--- src/rtl/calendar_ctrl.sv ---
// ----------------------------------------------------------------------------
// calendar_ctrl
//
// Calendar sequencer for the digital clock. Advances day / month / year on a
// one-cycle end-of-day tick, with days-per-month and leap years.
// A three-field set-mode FSM (RUN -> SET_DAY -> SET_MONTH -> SET_YEAR -> RUN),
// driven by debounced mode/inc pulses, lets the user edit the date.
//
// Ports:
//   clk         system clock, all logic on posedge
//   rst_n       synchronous active-low reset
//   en          global enable; low freezes all state and silences ticks
//   day_tick    one-cycle end-of-day pulse
//   mode_btn    one-cycle pulse, steps the set-mode field
//   inc_btn     one-cycle pulse, increments the selected field (with wrap)
//   day         current day, 1..max_day
//   month       current month, 1..12
//   year        current year offset (year = 2000 + offset), 0..YEAR_LAST
//   max_day     days in current month, combinational from month/year
//   month_tick  one-cycle pulse on month rollover
//   year_tick   one-cycle pulse on year rollover
//   set_mode    high in any SET state
//   edit_field  0 none, 1 day, 2 month, 3 year
// ----------------------------------------------------------------------------
module calendar_ctrl #(
    parameter int YEAR_W    = 7,
    parameter int YEAR_LAST = 99
) (
    input  logic              clk,
    input  logic              rst_n,
    input  logic              en,
    input  logic              day_tick,
    input  logic              mode_btn,
    input  logic              inc_btn,
    output logic [4:0]        day,
    output logic [3:0]        month,
    output logic [YEAR_W-1:0] year,
    output logic [4:0]        max_day,
    output logic              month_tick,
    output logic              year_tick,
    output logic              set_mode,
    output logic [1:0]        edit_field
);

    // State encoding doubles as the edit_field value.
    typedef enum logic [1:0] {
        RUN       = 2'd0,
        SET_DAY   = 2'd1,
        SET_MONTH = 2'd2,
        SET_YEAR  = 2'd3
    } state_t;

    localparam logic [YEAR_W-1:0] YEAR_MAX = YEAR_W'(YEAR_LAST);
    localparam logic [YEAR_W-1:0] YEAR_ONE = YEAR_W'(1);

    state_t state;
    state_t state_next;

    // Only 2000..2099 is representable, so the low two bits of the offset
    // decide leap years; the century exception never applies.
    function automatic logic [4:0] days_in_month(input logic [3:0] m,
                                                 input logic [1:0] yl);
        logic [4:0] d;
        case (m)
            4'd4, 4'd6, 4'd9, 4'd11: d = 5'd30;
            4'd2:                    d = (yl == 2'd0) ? 5'd29 : 5'd28;
            default:                 d = 5'd31;
        endcase
        return d;
    endfunction

    function automatic state_t mode_step(input state_t s);
        state_t n;
        case (s)
            RUN:       n = SET_DAY;
            SET_DAY:   n = SET_MONTH;
            SET_MONTH: n = SET_YEAR;
            default:   n = RUN;
        endcase
        return n;
    endfunction

    assign max_day    = days_in_month(month, year[1:0]);
    assign state_next = mode_step(state);

    always_ff @(posedge clk) begin
        if (!rst_n) begin
            state      <= RUN;
            day        <= 5'd1;
            month      <= 4'd1;
            year       <= '0;
            month_tick <= 1'b0;
            year_tick  <= 1'b0;
            set_mode   <= 1'b0;
            edit_field <= 2'd0;
        end else if (!en) begin
            month_tick <= 1'b0;
            year_tick  <= 1'b0;
        end else begin
            month_tick <= 1'b0;
            year_tick  <= 1'b0;

            if (mode_btn) begin
                state      <= state_next;
                set_mode   <= (state_next != RUN);
                edit_field <= state_next;
            end

            // A month/year edit can leave day beyond the new month length;
            // pulling it back takes priority over any tick or increment.
            if (day > max_day) begin
                day <= max_day;
            end else if (state == RUN) begin
                if (day_tick) begin
                    if (day < max_day) begin
                        day <= day + 5'd1;
                    end else begin
                        day        <= 5'd1;
                        month_tick <= 1'b1;
                        if (month < 4'd12) begin
                            month <= month + 4'd1;
                        end else begin
                            month     <= 4'd1;
                            year_tick <= 1'b1;
                            year      <= (year == YEAR_MAX) ? '0 : year + YEAR_ONE;
                        end
                    end
                end
            end else if (inc_btn && !mode_btn) begin
                // Edits wrap silently and never raise rollover ticks.
                case (state)
                    SET_DAY:   day   <= (day >= max_day) ? 5'd1 : day + 5'd1;
                    SET_MONTH: month <= (month >= 4'd12) ? 4'd1 : month + 4'd1;
                    default:   year  <= (year >= YEAR_MAX) ? '0 : year + YEAR_ONE;
                endcase
            end
        end
    end

endmodule

--- config.mk ---
export PLATFORM = sky130hd
export DESIGN_NAME = calendar_ctrl
export DESIGN_NICKNAME = d
export VERILOG_FILES = /design/src/rtl/calendar_ctrl.sv
export SDC_FILE = /design/constraint.sdc
export NUM_CORES = 1
export LEC_CHECK = 0
export ABC_AREA = 1
export CORE_ASPECT_RATIO = 1.1
export CORE_MARGIN = 2
export CORE_UTILIZATION = 28
export CTS_BUF_LIST = sky130_fd_sc_hd__clkbuf_4 sky130_fd_sc_hd__clkbuf_8 sky130_fd_sc_hd__clkbuf_16
export DETAILED_ROUTE_END_ITERATION = 16
export PLACE_DENSITY_LB_ADDON = 0.12
export SETUP_SLACK_MARGIN = 0.5
export SKIP_CTS_REPAIR_TIMING = 1
export SKIP_LAST_GASP = 1
export SYNTH_ARGS = -nofsm -noshare
export SYNTH_HDL_FRONTEND = slang
export SYNTH_SLANG_ARGS = --single-unit
--- constraint.sdc ---
create_clock -name clk -period 5.25 [get_ports clk]
set_input_delay 1.05 -clock clk [delete_from_list [all_inputs] [get_ports clk]]
set_output_delay 1.05 -clock clk [all_outputs]
set_load 0.01 [all_outputs]
======== Yosys cells after proc, flatten, opt, wreduce, memory -nomap -nowiden ========
Cells that the tools add are included.
cells by class
  $add $sub $neg .......................... 3
  magnitude comparators ................... 6
  equality and inequality tests ........... 13
  multiplexer cells ....................... 27
  bitwise operators ....................... 5
  reductions and logical operators ........ 17
operators by type and width
  cell                   number
  $mux W7                8
  $mux W5                7
  $mux W4                7
  $eq A4 B3 Y1 const B   2
  $eq A4 B4 Y1 const B   2
  $add A7 B1 Y7 const B  1
  $eq A7 B7 Y1 const B   1
  $ge A7 B7 Y1 const B   1
  $reduce_and A7 Y1      1
  $ne A2 B2 Y1 const B   3
  $pmux W2 S3            1
  $reduce_and A6 Y1      1
  $reduce_bool A2 Y1     3
  $reduce_bool A3 Y1     2
  $reduce_or A6 Y1       1
  $add A5 B1 Y5 const B  1
  $ge A5 B5 Y1           1
  $gt A5 B5 Y1           1
  $lt A5 B5 Y1           1
  $not A1 Y1             5
  $reduce_or A5 Y1       1
  $add A4 B1 Y4 const B  1
  $eq A4 B2 Y1 const B   1
  $ge A4 B4 Y1 const B   1
  14 further kinds       17
storage, ports and cells
  bits in registers ....................... 21
  output and inout bits ................... 26
  word-level logic and storage cells ...... 78

======== Depth between registers and ports, before layout ========
Gate-level depths: netlist (run 1).
  depth after elaboration ................. 9
  gate-level depth with buffers ........... 19
  mapped depth without buffers ............ 18

======== Worst setup path after synthesis (run 1) ========
OpenSTA, ideal clock, no wires.
  path kind ............................... register to register
  from .................................... register month[0]
  to ...................................... register year[4]
  library setup time ...................... 0.110 ns
  arrival time ............................ 2.175 ns
  data required time ...................... 5.140 ns
  path slack .............................. 2.965 ns
  stages on the path, launching flop included .. 17
  buffers on the path ..................... 1
  period minus slack after synthesis ...... 2.285 ns
  path through ............................ dfxtp_1 -> inv_1 -> ha_1 -> nand2_1 -> inv_1 -> nand2_1 -> nand3_1 -> ha_1 -> nand2_1 -> nand3_1 -> nand2_2 -> nor2_4 -> buf_6 -> nand2_1 -> nand2_1 -> inv_1 -> nor2_2
on the way
  word-level cells in the longest chain between the ends .. 6
  elaborated cells on any way between the ends .. 14
ends and longest elaborated chain
  what                                                         RTL line  source
  from (decl)                                                  36        output logic [3:0] month,
  from (signal assigned)                                       121       month <= month + 4'd1;
  from (signal assigned)                                       133       SET_MONTH: month <= (month >= 4'd12) ? 4'd1 : month + 4'd1;
  $eq A4 B3 Y1 / $eq A4 B4 Y1 (equally long branches)          64        case (m)
  $reduce_or A4 Y1                                             64
  $pmux W2 S2 *                                                64
  named net max_day[1]                                         38        output logic [4:0] max_day,
  $lt A5 B5 Y1 / $gt A5 B5 Y1 (equally long branches)          115, 111
  $ne A2 B2 Y1 (no line) / $not A1 Y1 (equally long branches)  -
  $reduce_and A7 Y1 (no line) *                                -
  to (signal assigned)                                         125       year <= (year == YEAR_MAX) ? '0 : year + YEAR_ONE;
  to (signal assigned)                                         134       default: year <= (year >= YEAR_MAX) ? '0 : year + YEAR_ONE;
  to (decl)                                                    37        output logic [YEAR_W-1:0] year,
The timed path passes the listed nets; every way through them passes the cells marked *.
A chain may end at the register's enable or synchronous reset.

======== Final worst setup path (run 1) ========
  from .................................... register month[0]
  to ...................................... output port max_day[0]
on the way
  word-level cells in the longest chain between the ends .. 3
  elaborated cells on any way between the ends .. 7
ends and longest elaborated chain
  what                                                 RTL line
  $eq A4 B3 Y1 / $eq A4 B4 Y1 (equally long branches)  64
  $reduce_or A4 Y1                                     64
  $pmux W2 S2 *                                        64
  to (decl)                                            38
Every way passes the cells marked *; elsewhere a longest branch is shown, timed or not.

==> qor.tcl, run 1 <==
set qor(status) {finished clean}
set qor(post_synth_instance_area_um2) 1480
set qor(cp-end-kind) {output port}
set qor(grt_pass1_vias) 1273
set qor(drive_above_1_share_pct) 8.24
set qor(pre_cts_ws_ps) 2560
set qor(postRouteWirelength_mm) 3.33
set qor(hold_class) {flip-flop to flip-flop}
set qor(grt_pass1_wl_mm) 5.58
set qor(power_per_cell_area_nw_per_um2) 201
set qor(routedWlPerCell_um) 10.6
set qor(clkLatencyLatePin_ps) 260
set qor(aggregate_global_route_resource_usage_pct) 11.9
set qor(finalSetupViolCount) 0
set qor(grt_start_max_net_pins) 13
set qor(fp.dieArea_um2) 5880
set qor(die_h_um) 80.2
set qor(clkSinkCount) 21
set qor(worst_ir_drop_vdd_mv) 0.0714
set qor(gp_congestion) 0.799
set qor(site_row_count) 27
set qor(internal_power_consumption_mw) 0.255
set qor(layout_setup_ws_ps) 2250
set qor(power.share.clock_pct) 30.2
set qor(crit_required_ps) 4200
set qor(vias) 1390
set qor(detailedPlacementHpwl_mm) 2.51
set qor(synth.avg_cell_area_um2) 6.49
set qor(worst_clock_skew_ps) 3.84
set qor(setup.worst_path.start_class) {flip-flop}
set qor(netSwitchingFraction_pct) 31.0
set qor(clock_tree.buffer_depth) 2
set qor(critPathMaxFanout) 6
set qor(rsz0062_at_grt) {no}
set qor(starting_density_of_the_core_pct) 29.4
set qor(numCtsBuffers) 3
set qor(synthCells) 228
set qor(design.final.nets) 275
set qor(overflow) 0
set qor(maxClockFrequency_mhz) 334
set qor(areaGrowthSynthToFinish_pct) 24.4
set qor(postSynthRegisterBits) 21
set qor(die_width_um) 73.3
set qor(vias_per_cell) 4.44
set qor(tns_ps) 0
set qor(worst_ep_arrival_time_ps) 1950
set qor(period_needed_ps) 3000
set qor(power.net_switching_mw) 0.114
set qor(min_period_over_period_pct) 57.1
set qor(h-tree-depth) 1
set qor(cts.clk_slew.worst_paths_ps) 80
set qor(cts_root_buf) {sky130_fd_sc_hd__clkbuf_8}
set qor(max-cap-violations) 0
set qor(placeable_core_region_um2) 5030
set qor(pwr-share-comb_pct) 22.4
set qor(report.final.hold_viol_count) 0
set qor(antenna_diodes) 0
set qor(drt-pass1-iter-count) 4
set qor(drc_errors) 0
set qor(initial_antenna_violation_count) 0
set qor(slew_viol_final) 0
set qor(ant_nets) 0
set qor(power.share.sequential_pct) 47.5
set qor(critical_path_class) {flip-flop to output port}
set qor(drt-initial-drc-count) 78
set qor(port_buffers) 28
set qor(standby_leakage_power_nw) 0.913
set qor(tritoncts_clock_tree) {done}
set qor(sequential_share_of_the_synthesized_area_pct) 28.4
set qor(yosysWarningCount) 0
set qor(i_o_pin_total) 32
set qor(netlist-cell-type-count) 31
area by class of cell:
class / instances / area [um2]
well taps: 58 / 72.6
inverters: 35 / 131
clock inverters: 1 / 5.00
repair buffers: 28 / 280
flip-flops and latches: 21 / 420
clock buffers: 3 / 41.3
fillers: 566 / 3190
multi-input cells: 167 / 888
stage by stage:
stage / cells / power [mW] / hold WS (ps) / utilization [%] / instance area, um2
after floorplan: 230 / 0.234 / 489 / - / 1490
after global placement: 309 / 0.262 / 469 / 35.6 / 1790
after detailed placement: 309 / 0.262 / 475 / 35.6 / 1790
after CTS: 313 / 0.377 / 488 / 36.5 / 1840
after global routing: 313 / 0.394 / 514 / 36.5 / 1840
final: 313 / 0.369 / 479 / 36.5 / 1840
layer usage:
metal | track usage, % | up-vias | part of all wire [%] | wire length (um)
met1 | 15.1 | 619 | 50 | 1660
met4 | 4.36 | 0 | 0.90 | 30
li1 | - | 754 | - | -
met3 | 1.88 | 2 | 2.0 | 66
met2 | 20.2 | 15 | 47 | 1570
met5 | 0 | - | 0 | 0
synthesized netlist by cell type:
cell | instances | area share (%)
sky130_fd_sc_hd__a21oi_1 | 9 | 3.0
sky130_fd_sc_hd__a2bb2oi_1 | 1 | 0.59
sky130_fd_sc_hd__buf_2 | 1 | 0.34
sky130_fd_sc_hd__buf_4 | 3 | 1.5
sky130_fd_sc_hd__buf_6 | 1 | 0.76
sky130_fd_sc_hd__clkbuf_1 | 2 | 0.51
sky130_fd_sc_hd__conb_1 | 1 | 0.25
sky130_fd_sc_hd__dfxtp_1 | 21 | 28
sky130_fd_sc_hd__ha_1 | 13 | 11
sky130_fd_sc_hd__inv_1 | 31 | 7.9
sky130_fd_sc_hd__inv_2 | 4 | 1.0
sky130_fd_sc_hd__nand2_1 | 69 | 18
sky130_fd_sc_hd__nand2_2 | 4 | 1.7
sky130_fd_sc_hd__nand2_4 | 1 | 0.76
sky130_fd_sc_hd__nand3_1 | 19 | 6.4
sky130_fd_sc_hd__nand3_2 | 1 | 0.68
sky130_fd_sc_hd__nand3b_1 | 2 | 1.0
sky130_fd_sc_hd__nand4_1 | 1 | 0.42
sky130_fd_sc_hd__nor2_1 | 21 | 5.3
sky130_fd_sc_hd__nor2_2 | 3 | 1.3
sky130_fd_sc_hd__nor2_4 | 2 | 1.5
sky130_fd_sc_hd__nor3_1 | 1 | 0.34
sky130_fd_sc_hd__nor4_1 | 1 | 0.42
sky130_fd_sc_hd__o211ai_1 | 1 | 0.51
sky130_fd_sc_hd__o21ai_0 | 6 | 2.0
sky130_fd_sc_hd__o21ai_1 | 1 | 0.34
sky130_fd_sc_hd__o21ai_2 | 1 | 0.59
sky130_fd_sc_hd__o22ai_1 | 1 | 0.42
sky130_fd_sc_hd__or2_2 | 1 | 0.42
sky130_fd_sc_hd__xnor2_1 | 1 | 0.59
sky130_fd_sc_hd__xor2_1 | 4 | 2.4
cell families after synthesis:
kind of cell | after synthesis | share of synthesized area (%)
simple gates | 126 | 37.8
buf+inv | 42 | 12.0
flops | 21 | 28.4
compound gates | 20 | 7.53
fa+ha+maj | 13 | 11.0
xor+xnor | 5 | 2.96
other cells | 1 | 0.254
path summary, 6_finish.rpt:
kind	cells past startpoint	start	slack, ps	end
max	6	month[0]	2250	max_day[0]
min	2	set_mode	480	set_mode
max reg2reg	15	month[0]	2880	month[1]
min reg2reg	2	set_mode	480	set_mode
critical path, stage by stage (launching register included):
cell                              delay (ps)
sky130_fd_sc_hd__dfxtp_1                 430
sky130_fd_sc_hd__inv_1                   110
sky130_fd_sc_hd__ha_1                    220
sky130_fd_sc_hd__o21ai_0                 140
sky130_fd_sc_hd__nand3_1                 100
sky130_fd_sc_hd__nand3_1                 120
sky130_fd_sc_hd__clkdlybuf4s50_1         550
layout by cell type (no fill, tap or decap), drive strengths merged:
cell type / count
nor4: 1
xor2: 4
conb: 3
a2bb2oi: 1
nor3: 1
nand4: 1
o21ai: 8
ha: 13
dfxtp: 21
nand3b: 2
clkbuf: 3
nor2: 26
o22ai: 1
xnor2: 1
a21oi: 9
or2: 1
nand3: 20
clkdlybuf4s50: 28
clkinv: 1
nand2: 74
inv: 35
o211ai: 1
registers in the layout (all words and copies together) (netlist names):
name        count
set_mode        1
day             5
month           4
month_tick      1
year_tick       1
year            7
state           2
power by group through the flow:
stage | sequential [mW] | clock, mW | combinational, mW
final | 0.175 | 0.111 | 0.0826
after global routing | 0.177 | 0.124 | 0.0929
after CTS | 0.175 | 0.118 | 0.0834
after detailed placement | 0.179 | 0 | 0.0827
after global placement | 0.179 | 0 | 0.0830
after floorplan | 0.181 | 0 | 0.0534
Power figures use the tool's default switching activity.
==> run 2, diff against run 1 <==
==> constraint.sdc (replaced) <==
create_clock -name clk -period 2.6 [get_ports clk]
set_input_delay 0.52 -clock clk [delete_from_list [all_inputs] [get_ports clk]]
set_output_delay 0.52 -clock clk [all_outputs]
set_load 0.01 [all_outputs]
==> run 2 against run 1 <==
Sequential power increased by 100%. Critical path depth decreased by 2. Largest power group unchanged. Utilization increased by 5.1 points. Worst hold slack got worse by 2.4 ps. Clock skew decreased by 1.2 ps. First-iteration DRC count decreased by 51%. Sequential cell count unchanged. Via count increased by 3.8%. Register-to-register slack got worse by 2300 ps. Die area unchanged. Wire length increased by 7.9%. Non-clock buffer count increased by 7.
==> qor.tcl, run 2 (same netlist as run 1, synthesis figures left out) <==
set qor(status) {finished clean}
set qor(gp_congestion) 0.734 ;# -8.1%
set qor(hold_class) {flip-flop to flip-flop}
set qor(critPathMaxFanout) 5 ;# -1
set qor(port_buffers) 28 ;# unchanged
set qor(ant_nets) 0 ;# unchanged
set qor(commonest_non_fill_non_tap_cell_in_the_layout) {sky130_fd_sc_hd__nand2_1}
set qor(clkLatencyLatePin_ps) 260 ;# about the same
set qor(final_cell_mix) {sky130_fd_sc_hd__nand2_1 (61), sky130_fd_sc_hd__inv_1 (27), sky130_fd_sc_hd__clkdlybuf4s50_1 (27), sky130_fd_sc_hd__nor2_1 (21)}
set qor(numCtsBuffers) 3 ;# unchanged
set qor(report.power.total_mw) 0.795 ;# +120%
set qor(tritoncts_clock_tree) {done}
set qor(setup.worst_path.start_class) {flip-flop}
set qor(standby_leakage_power_nw) 0.982 ;# +7.6%
set qor(overflow) 0 ;# unchanged
set qor(tns_ps) 0 ;# unchanged
set qor(site_row_count) 27 ;# unchanged
set qor(largest_registers) {year: 7 flops, day: 5 flops, month: 4 flops}
set qor(drc_errors) 0 ;# unchanged
set qor(vias) 1443 ;# +3.8%
set qor(h-tree-depth) 1 ;# unchanged
set qor(clock_tree.buffer_depth) 2 ;# unchanged
set qor(report.final.hold_viol_count) 0 ;# unchanged
set qor(rsz0062_at_grt) {yes}
set qor(drt-initial-drc-count) 38 ;# -51%
set qor(max-cap-violations) 0 ;# unchanged
set qor(initial_antenna_violation_count) 0 ;# unchanged
set qor(placeable_core_region_um2) 5030 ;# unchanged
set qor(max_flop_register) {year}
set qor(worst_ep_arrival_time_ps) 1500 ;# -450 ps
set qor(drt-pass1-iter-count) 4 ;# unchanged
set qor(grt_pass1_vias) 1224 ;# -3.8%
set qor(i_o_pin_total) 32 ;# unchanged
set qor(slew_viol_final) 0 ;# unchanged
set qor(maxClockFrequency_mhz) 494
set qor(worst_clock_skew_ps) 2.65 ;# -1.19 ps
set qor(power_per_cell_area_nw_per_um2) 379 ;# +89%
set qor(antenna_diodes) 0 ;# unchanged
set qor(areaGrowthSynthToFinish_pct) 41.9
set qor(vias_per_cell) 4.50 ;# +1.2%
set qor(drive_above_1_share_pct) 22.4 ;# +14 points
set qor(cp-end-kind) {output port}
set qor(cts.clk_slew.worst_paths_ps) 80 ;# about the same
set qor(die_width_um) 73.3 ;# unchanged
set qor(largest_register_ffs) 7 ;# unchanged
set qor(starting_density_of_the_core_pct) 29.4 ;# unchanged
set qor(worst_ir_drop_vdd_mv) 0.159 ;# +120%
set qor(period_needed_ps) 2020
set qor(grt_start_max_net_pins) 13 ;# unchanged
set qor(routedWlPerCell_um) 11.2 ;# +5.2%
set qor(fin_worst_hold_slack_ps) 477 ;# -2.42 ps
set qor(clkSinkCount) 21 ;# unchanged
set qor(grt_pass1_wl_mm) 5.62 ;# +0.74%
set qor(post_layout_nonfiller_instances) 321 ;# +2.6%
set qor(min_period_over_period_pct) 77.8
set qor(die_h_um) 80.2 ;# unchanged
set qor(postRouteWirelength_mm) 3.59 ;# +7.9%
set qor(number_of_cells_in_the_design_after_placement) 310 ;# +0.32%
set qor(fillers) 537 ;# -5.1%
set qor(crit_required_ps) 2080 ;# -2120 ps
set qor(detailedPlacementHpwl_mm) 2.58 ;# +3.0%
set qor(finalSetupViolCount) 0 ;# unchanged
set qor(critical_path_class) {flip-flop to output port}
set qor(aggregate_global_route_resource_usage_pct) 12.0 ;# +0.055 points
set qor(design.final.nets) 283 ;# +2.9%
set qor(fp.dieArea_um2) 5880 ;# unchanged
set qor(cts_root_buf) {sky130_fd_sc_hd__clkbuf_8}
==> run 2: changes by cell type in the layout (fill, tap and decap cells not counted), sizes merged <==
cell           delta
clkdlybuf4s50     -1
nor2              +1
clkbuf            +1
clkinv            -1
dlymetal6s2s      +1
buf               +7
==> run 2: layer usage <==
metal	global-route usage, %	part of all wire (%)	up-vias	wire, um
met2	18.6	46	27	1660
li1	-	-	780	-
met5	0	0	-	0
met3	2.01	3.2	4	114
met4	3.82	0.81	0	29
met1	16.8	50	632	1780
==> run 2: worst paths after layout <==
| path | from | to | slack [ps] | cells after the start |
|---|---|---|---|---|
| worst max-delay path | month[0] | max_day[1] | 580 | 4 |
| worst min-delay path | set_mode | set_mode | 480 | 2 |
| worst max register to register | month[0] | year[2] | 620 | 18 |
| worst min register to register | set_mode | set_mode | 480 | 2 |
==> run 2: final cells by class <==
cell class / instances / area [um2] / area share [%]
Clock buffer: 4 / 48.8 / 2.33
Inverter: 35 / 141 / 6.74
Multi-Input combinational cell: 168 / 1070 / 50.9
Sequential cell: 21 / 433 / 20.6
Tap cell: 58 / 72.6 / 3.46
Timing Repair Buffer: 35 / 335 / 16.0
==> run 2: power breakdown <==
part           total (mW)  switching [mW]  internal (mW)
clock network       0.234           0.114          0.120
registers           0.356          0.0211          0.335
logic               0.205           0.114         0.0908
total               0.795           0.249          0.545
==> run 2: worst max-delay path, stage by stage, from the launching register on <==
cell and delay [ps]:
sky130_fd_sc_hd__dfxtp_4 400, sky130_fd_sc_hd__inv_4 60, sky130_fd_sc_hd__ha_4 160, sky130_fd_sc_hd__nand2_4 80
sky130_fd_sc_hd__clkdlybuf4s50_1 540
==> run 2: per-stage QoR <==
step,utilization [%],area [um2],setup WS (ps)
finish,41.7,2100,578
global route,41.7,2100,433
CTS,37.0,1860,187
detailed placement,36.0,1810,313
global placement,36.0,1810,287
floorplan,-,1500,501
